File: src/rtl/angle_poll_scheduler.sv
// angle_poll_scheduler: round-robin AS5048 angle poller with host raw-frame arbitration; define ANGLE_PARITY_CHECK_EN to add frame parity checking
module angle_poll_scheduler #(
  parameter int NUM_SENSORS = 3,
  parameter int POLL_PERIOD = 50000,
  parameter int CS_GAP_CYCLES = 8,
  parameter int TIMEOUT_CYCLES = 4096
) (
  input  logic                   clock,
  input  logic                   reset,
  input  logic                   enable,
  input  logic [NUM_SENSORS-1:0] sensor_mask,
  output logic                   spi_start,
  output logic [15:0]            spi_tx_data,
  input  logic                   spi_busy,
  input  logic                   spi_done,
  input  logic [15:0]            spi_rx_data,
  output logic [NUM_SENSORS-1:0] angle_ss_n_o,
  input  logic                   host_req,
  input  logic [2:0]             host_sel,
  input  logic [15:0]            host_tx_data,
  output logic                   host_grant,
  output logic                   host_done,
  output logic [15:0]            host_rx_data,
  output logic                   angle_valid,
  output logic [2:0]             angle_idx,
  output logic [13:0]            angle_value,
  output logic [1:0]             angle_status,
  output logic                   round_done,
  output logic [7:0]             overrun_count
);
  typedef enum logic [3:0] {
    IDLE, SELECT, CMD_START, CMD_WAIT, GAP, NOP_START, NOP_WAIT, RESULT, HOST_START, HOST_WAIT
  } state_t;
  state_t state, state_n;
  logic [31:0] cnt, tmr;
  logic [3:0] idx, idx_n;
  logic [2:0] hsel, nxt, sel;
  logic [15:0] htx;
  logic [7:0] avail;
  logic [NUM_SENSORS-1:0] onehot;
  logic pend, host_used, host_ret_sel;
  logic tick, host_go, start_round, timed_out, ss_low, rx_bad, is_cmd, is_nop, is_host;
  for (genvar i = 0; i < 8; i++) begin : g_avail
    if (i < NUM_SENSORS) begin : g_on
      assign avail[i] = !sensor_mask[i] && 4'(i) >= idx;
    end else begin : g_off
      assign avail[i] = 1'b0;
    end
  end
`ifdef ANGLE_PARITY_CHECK_EN
  assign rx_bad = ^spi_rx_data;
`else
  assign rx_bad = 1'b0;
`endif
  assign tick = enable && cnt == 32'(POLL_PERIOD - 1);
  assign host_go = host_req && !host_used;
  assign timed_out = tmr == 32'(TIMEOUT_CYCLES - 1) && !spi_done;
  assign start_round = state == IDLE && state_n == SELECT;
  assign is_cmd = state == CMD_START || state == CMD_WAIT;
  assign is_nop = state == NOP_START || state == NOP_WAIT;
  assign is_host = state == HOST_START || state == HOST_WAIT;
  assign spi_start = !spi_busy && (state == CMD_START || state == NOP_START || state == HOST_START);
  assign ss_low = spi_start || state == CMD_WAIT || state == NOP_WAIT || state == HOST_WAIT;
  assign sel = is_host ? hsel : idx[2:0];
  assign onehot = NUM_SENSORS'(1) << sel;
  assign angle_ss_n_o = ss_low ? ~onehot : '1;
  assign spi_tx_data = is_cmd ? 16'hFFFF : is_nop ? 16'hC000 : is_host ? htx : 16'h0000;
  assign host_grant = is_host;
  assign angle_valid = state == RESULT;
  assign angle_idx = idx[2:0];
  assign round_done = state == SELECT && !host_go && avail == 8'd0;
  always_comb begin
    nxt = 3'd0;
    for (int k = 7; k >= 0; k--) if (avail[k]) nxt = 3'(k);
  end
  always_comb begin
    state_n = state;
    idx_n = idx;
    case (state)
      IDLE: begin
        idx_n = 4'd0;
        state_n = host_go ? HOST_START : (tick || pend) ? SELECT : IDLE;
      end
      SELECT: begin
        state_n = host_go ? HOST_START : avail == 8'd0 ? IDLE : CMD_START;
        idx_n = host_go || avail == 8'd0 ? idx : {1'b0, nxt};
      end
      CMD_START: state_n = spi_busy ? CMD_START : CMD_WAIT;
      CMD_WAIT: state_n = spi_done ? GAP : timed_out ? RESULT : CMD_WAIT;
      GAP: state_n = tmr == 32'(CS_GAP_CYCLES - 1) ? NOP_START : GAP;
      NOP_START: state_n = spi_busy ? NOP_START : NOP_WAIT;
      NOP_WAIT: state_n = spi_done || timed_out ? RESULT : NOP_WAIT;
      RESULT: begin
        state_n = SELECT;
        idx_n = idx + 4'd1;
      end
      HOST_START: state_n = spi_busy ? HOST_START : HOST_WAIT;
      HOST_WAIT: state_n = !(spi_done || timed_out) ? HOST_WAIT : host_ret_sel ? SELECT : IDLE;
      default: state_n = IDLE;
    endcase
  end
  always_ff @(posedge clock) begin
    if (reset) begin
      state <= IDLE;
      cnt <= '0;
      tmr <= '0;
      idx <= '0;
      pend <= 1'b0;
      overrun_count <= '0;
      host_used <= 1'b0;
      host_ret_sel <= 1'b0;
      hsel <= '0;
      htx <= '0;
      host_done <= 1'b0;
      host_rx_data <= '0;
      angle_value <= '0;
      angle_status <= '0;
    end else begin
      state <= state_n;
      idx <= idx_n;
      tmr <= state_n != state ? '0 : tmr + 32'd1;
      cnt <= !enable || tick ? '0 : cnt + 32'd1;
      if (!enable || start_round) pend <= 1'b0;
      else if (tick && pend) overrun_count <= overrun_count == 8'hFF ? overrun_count : overrun_count + 8'd1;
      else if (tick) pend <= 1'b1;
      if ((state == IDLE || state == SELECT) && state_n == HOST_START) begin
        hsel <= host_sel;
        htx <= host_tx_data;
        host_ret_sel <= state == SELECT;
      end
      if (state == HOST_WAIT && state_n != HOST_WAIT) host_used <= 1'b1;
      else if (state_n != state) host_used <= 1'b0;
      host_done <= state == HOST_WAIT && (spi_done || timed_out);
      if (state == HOST_WAIT && spi_done) host_rx_data <= spi_rx_data;
      else if (state == HOST_WAIT && timed_out) host_rx_data <= 16'hFFFF;
      if (state == NOP_WAIT && spi_done) begin
        angle_status <= rx_bad ? 2'd2 : spi_rx_data[14] ? 2'd1 : 2'd0;
        if (!rx_bad && !spi_rx_data[14]) angle_value <= spi_rx_data[13:0];
      end else if ((state == CMD_WAIT || state == NOP_WAIT) && timed_out) begin
        angle_status <= 2'd3;
      end
    end
  end
endmodule

File: config.mk
export PLATFORM = sky130hd
export DESIGN_NAME = angle_poll_scheduler
export DESIGN_NICKNAME = d
export VERILOG_FILES = /design/src/rtl/angle_poll_scheduler.sv
export SDC_FILE = /design/constraint.sdc
export NUM_CORES = 1
export LEC_CHECK = 0
export ABC_AREA = 1
export CAP_MARGIN = 10
export CORE_MARGIN = 2
export CORE_UTILIZATION = 40
export CTS_BUF_LIST = sky130_fd_sc_hd__clkbuf_8
export DETAILED_ROUTE_END_ITERATION = 16
export PLACE_DENSITY = 0.62
export RECOVER_POWER = 50
export SKIP_LAST_GASP = 1
export SYNTH_ARGS = -nofsm -noshare
export SYNTH_HDL_FRONTEND = slang
export SYNTH_SLANG_ARGS = --single-unit
File: constraint.sdc
create_clock -name clock -period 4.3 [get_ports clock]
set_input_delay 0.43 -clock clock [delete_from_list [all_inputs] [get_ports clock]]
set_output_delay 0.43 -clock clock [all_outputs]
set_load 0.03 [all_outputs]
==> impl_metrics.py <==
metrics = {
    "run_status": {
        "status": "completed",
    },
    "grt": {
        "grt_usage_pct": 18.8,
        "overflow": 0,
        "grt_max_degree": 58,
        "antenna_found_initial": 0,
        "grt_pass1_wl_mm": 27.2,
        "grt_pass1_vias": 5703,
    },
    "cts": {
        "htree_levels": 4,
        "cts_tree": "built",
        "cts_root_buffer": "clkbuf_8",
        "postCtsSetupRepairBufs": 0,
        "clk_path_buf_depth": 2,
        "clock-sinks": 135,
        "clk_pin_slew_ns": 0.08,
        "cts.hold.buffers_added": 0,
        "post_cts_resized": 0,
        "insertion_delay_ns": 0.45,
        "cts_buffers": 17,
    },
    "synthesis": {
        "ys_ff_latch": 135,
        "synth_area_sq_um": 6700,
        "yosys-top-cells-area": "dfxtp_1 40%, nor2_1 11%, nand2_1 8.8%",
        "synth_cells": 960,
        "synth_area_per_cell_sq_um": 6.98,
        "yosys_warnings": 0,
        "ys_seq_area_share_pct": 40.3,
        "synth_top_area_share_pct": 40.3,
        "synthesis.nets": 1010,
        "synth_largest_area_cell": "dfxtp_1",
        "yosysUniqueCellTypes": 36,
    },
    "detailed_routing": {
        "postRouteAntennaNets": 0,
        "drtIter0Drc": 399,
        "vias_per_cell": 4.66,
        "drtPass1Iterations": 4,
        "drcViolationCount": 0,
        "routed-via-count": 6054,
        "wire_per_inst_um": 12.3,
        "wl_mm": 16.0,
    },
    "setup_path": {
        "critPathRequiredTime_ns": 3.87,
        "critPathKind": "reg2out",
        "crit_buf_inv": 2,
        "cp_slowest_stage_delay_ns": 0.66,
        "critical_path.startpoint": "state[1]$_SDFF_PP0_",
        "arrival_ns": 2.90,
        "cp_max_fo": 19,
        "cp_top_family": "buffers and inverters",
        "r2r_slack_ns": 1.62,
        "crit_path_end_kind": "primary output",
        "path_cells": "nor2_1, nand2_1, clkinv_1, o21ai_0, nor2_1, nand2_1, clkdlybuf4s50_1",
        "rr_startpoint": "tmr[0]$_SDFF_PP0_",
        "worstSetupEndpoint": "angle_ss_n_o[0]",
        "r2r_cells": 13,
        "start_kind": "flop",
        "timing.rr.end": "tmr[31]$_SDFF_PP0_",
        "critical_path_depth": 7,
        "cp_slowest_cell": "clkdlybuf4s50_1",
    },
    "timing": {
        "hold_slack_ns": 0.449,
        "slew_violations": 0,
        "tightest_slew_ns": 1.42,
        "fin_crit_sh_pct": 77.5,
        "clock.fmax_mhz": 300,
        "fin_skew_ns": 0.0120,
        "min_period_ns": 3.33,
        "relSlewSlack_pct": 5.43,
        "fin_ws_ns": 0.969,
        "setup_violations": 0,
        "setup_tns_ns": 0,
        "rsz0062_at_grt": "false",
        "hold_viol_final": 0,
    },
    "pwr": {
        "p_switching_mw": 0.713,
        "p_leak_nw": 3.39,
        "totalPowerFinal_mw": 2.76,
        "comb_power_share_pct": 9.6,
        "powerDensity_nw_per_um2": 329,
        "seqPwrFrac_pct": 46.9,
        "power.share.clock_pct": 43.4,
        "power.internal_mw": 2.05,
        "ir_worst_vdd_uv": 182,
        "p_sw_share_pct": 25.8,
    },
    "final_layout": {
        "final_nets": 1115,
        "final_common_cell": "nor2_1",
        "antenna_cells": 0,
        "area_delta_synth_final_pct": 25.3,
        "drive_gt1_share_pct": 8.91,
        "post_layout_nonfiller_instances": 1298,
        "final_cell_mix": "196 x nor2_1, 158 x nand2_1, 135 x dfxtp_1",
        "final_core_util_pct": 51.0,
        "design_area_sq_um": 8400,
    },
    "placed_design": {
        "place_congestion": 0.887,
        "place_inst": 1266,
        "pre_cts_slack_ns": 1.37,
        "hpwl_mm": 11.5,
        "io_buffers": 110,
        "dpl_cell_area_sq_um": 7960,
    },
    "floorplanning": {
        "die_w_um": 133,
        "initial_core_util_pct": 40.7,
        "dieHeight_um": 133,
        "io_pins": 111,
        "rows": 47,
        "core_area_sq_um": 16500,
        "dieArea_sq_um": 17800,
    },
    "job": {
        "drv_cap": 0,
    },
    "hold_path": {
        "worstHoldStart": "cnt[0]$_SDFF_PP0_",
        "hold_path_class": "reg2reg",
    },
}
[how the worst min path moves through the flow]
stage	end	slack (ns)	cells past startpoint
finish	cnt[0]$_SDFF_PP0_	0.45	1
global placement	cnt[0]$_SDFF_PP0_	0.43	1
floorplan	cnt[0]$_SDFF_PP0_	0.42	1
detailed placement	cnt[0]$_SDFF_PP0_	0.44	1
CTS	cnt[0]$_SDFF_PP0_	0.45	1
global route	cnt[0]$_SDFF_PP0_	0.47	1
[Yosys cell counts]
library cell  number
nor2_1           194
nand2_1          157
dfxtp_1          135
inv_1            109
o21ai_0           61
nor3_1            45
nand3_1           40
nor2_2            39
xor2_1            34
a21oi_1           26
nand4_1           21
clkbuf_1          19
xnor2_1           17
nor3_2             7
nor4_1             7
ha_1               6
or2_2              5
buf_4              4
inv_2              4
buf_2              3
buf_6              3
nor3b_1            3
a211oi_1           2
a31oi_1            2
nand2_2            2
nand3_2            2
nor2_4             2
o211ai_1           2
or2_0              2
a221oi_1           1
clkinv_1           1
nand3_4            1
nand4_2            1
nor4_2             1
o22ai_1            1
o31ai_1            1
[logic make-up (layout without fill, tap and decap cells)]
group / count (synthesis) / in the layout / share of synthesized area (%)
fa+ha+maj: 6 / 6 / 1.12
flops: 135 / 135 / 40.3
xor+xnor: 51 / 51 / 6.67
simple gates: 529 / 529 / 35.8
buf+inv: 143 / 261 / 8.63
compound gates: 96 / 96 / 7.47
[final cells by class]
cell class,instances,area (sq um)
fillers,1666,8070
multi-input cells,682,3410
flip-flops and latches,135,2700
repair buffers,115,1130
inverters,114,428
well taps,220,275
clock buffers,19,262
clock inverters,13,191
[power groups by stage]
stage	Sequential, mW	Clock, mW	Combinational (mW)
after CTS	1.30	1.23	0.272
after floorplan	1.32	0	0.169
after global placement	1.33	0	0.272
after detailed placement	1.33	0	0.271
final	1.30	1.20	0.266
after global routing	1.30	1.28	0.295
[registers in the layout, indices dropped and copies added (netlist names)]
name and count:
cnt 32, tmr 32, host_rx_data 16, htx 16
angle_value 14, overrun_count 8, idx 4, state 4
hsel 3, angle_status 2, host_done 1, host_ret_sel 1
host_used 1, pend 1
[per-layer routing]
layer	vias to the layer above	global-route usage (%)	share of wire (%)
li1	3249	-	-
met1	2664	24.6	47
met2	118	29.2	44
met3	23	6.66	6.8
met4	0	6.09	1.6
met5	-	0	0
Note: power is estimated with default switching activity, not from simulation.
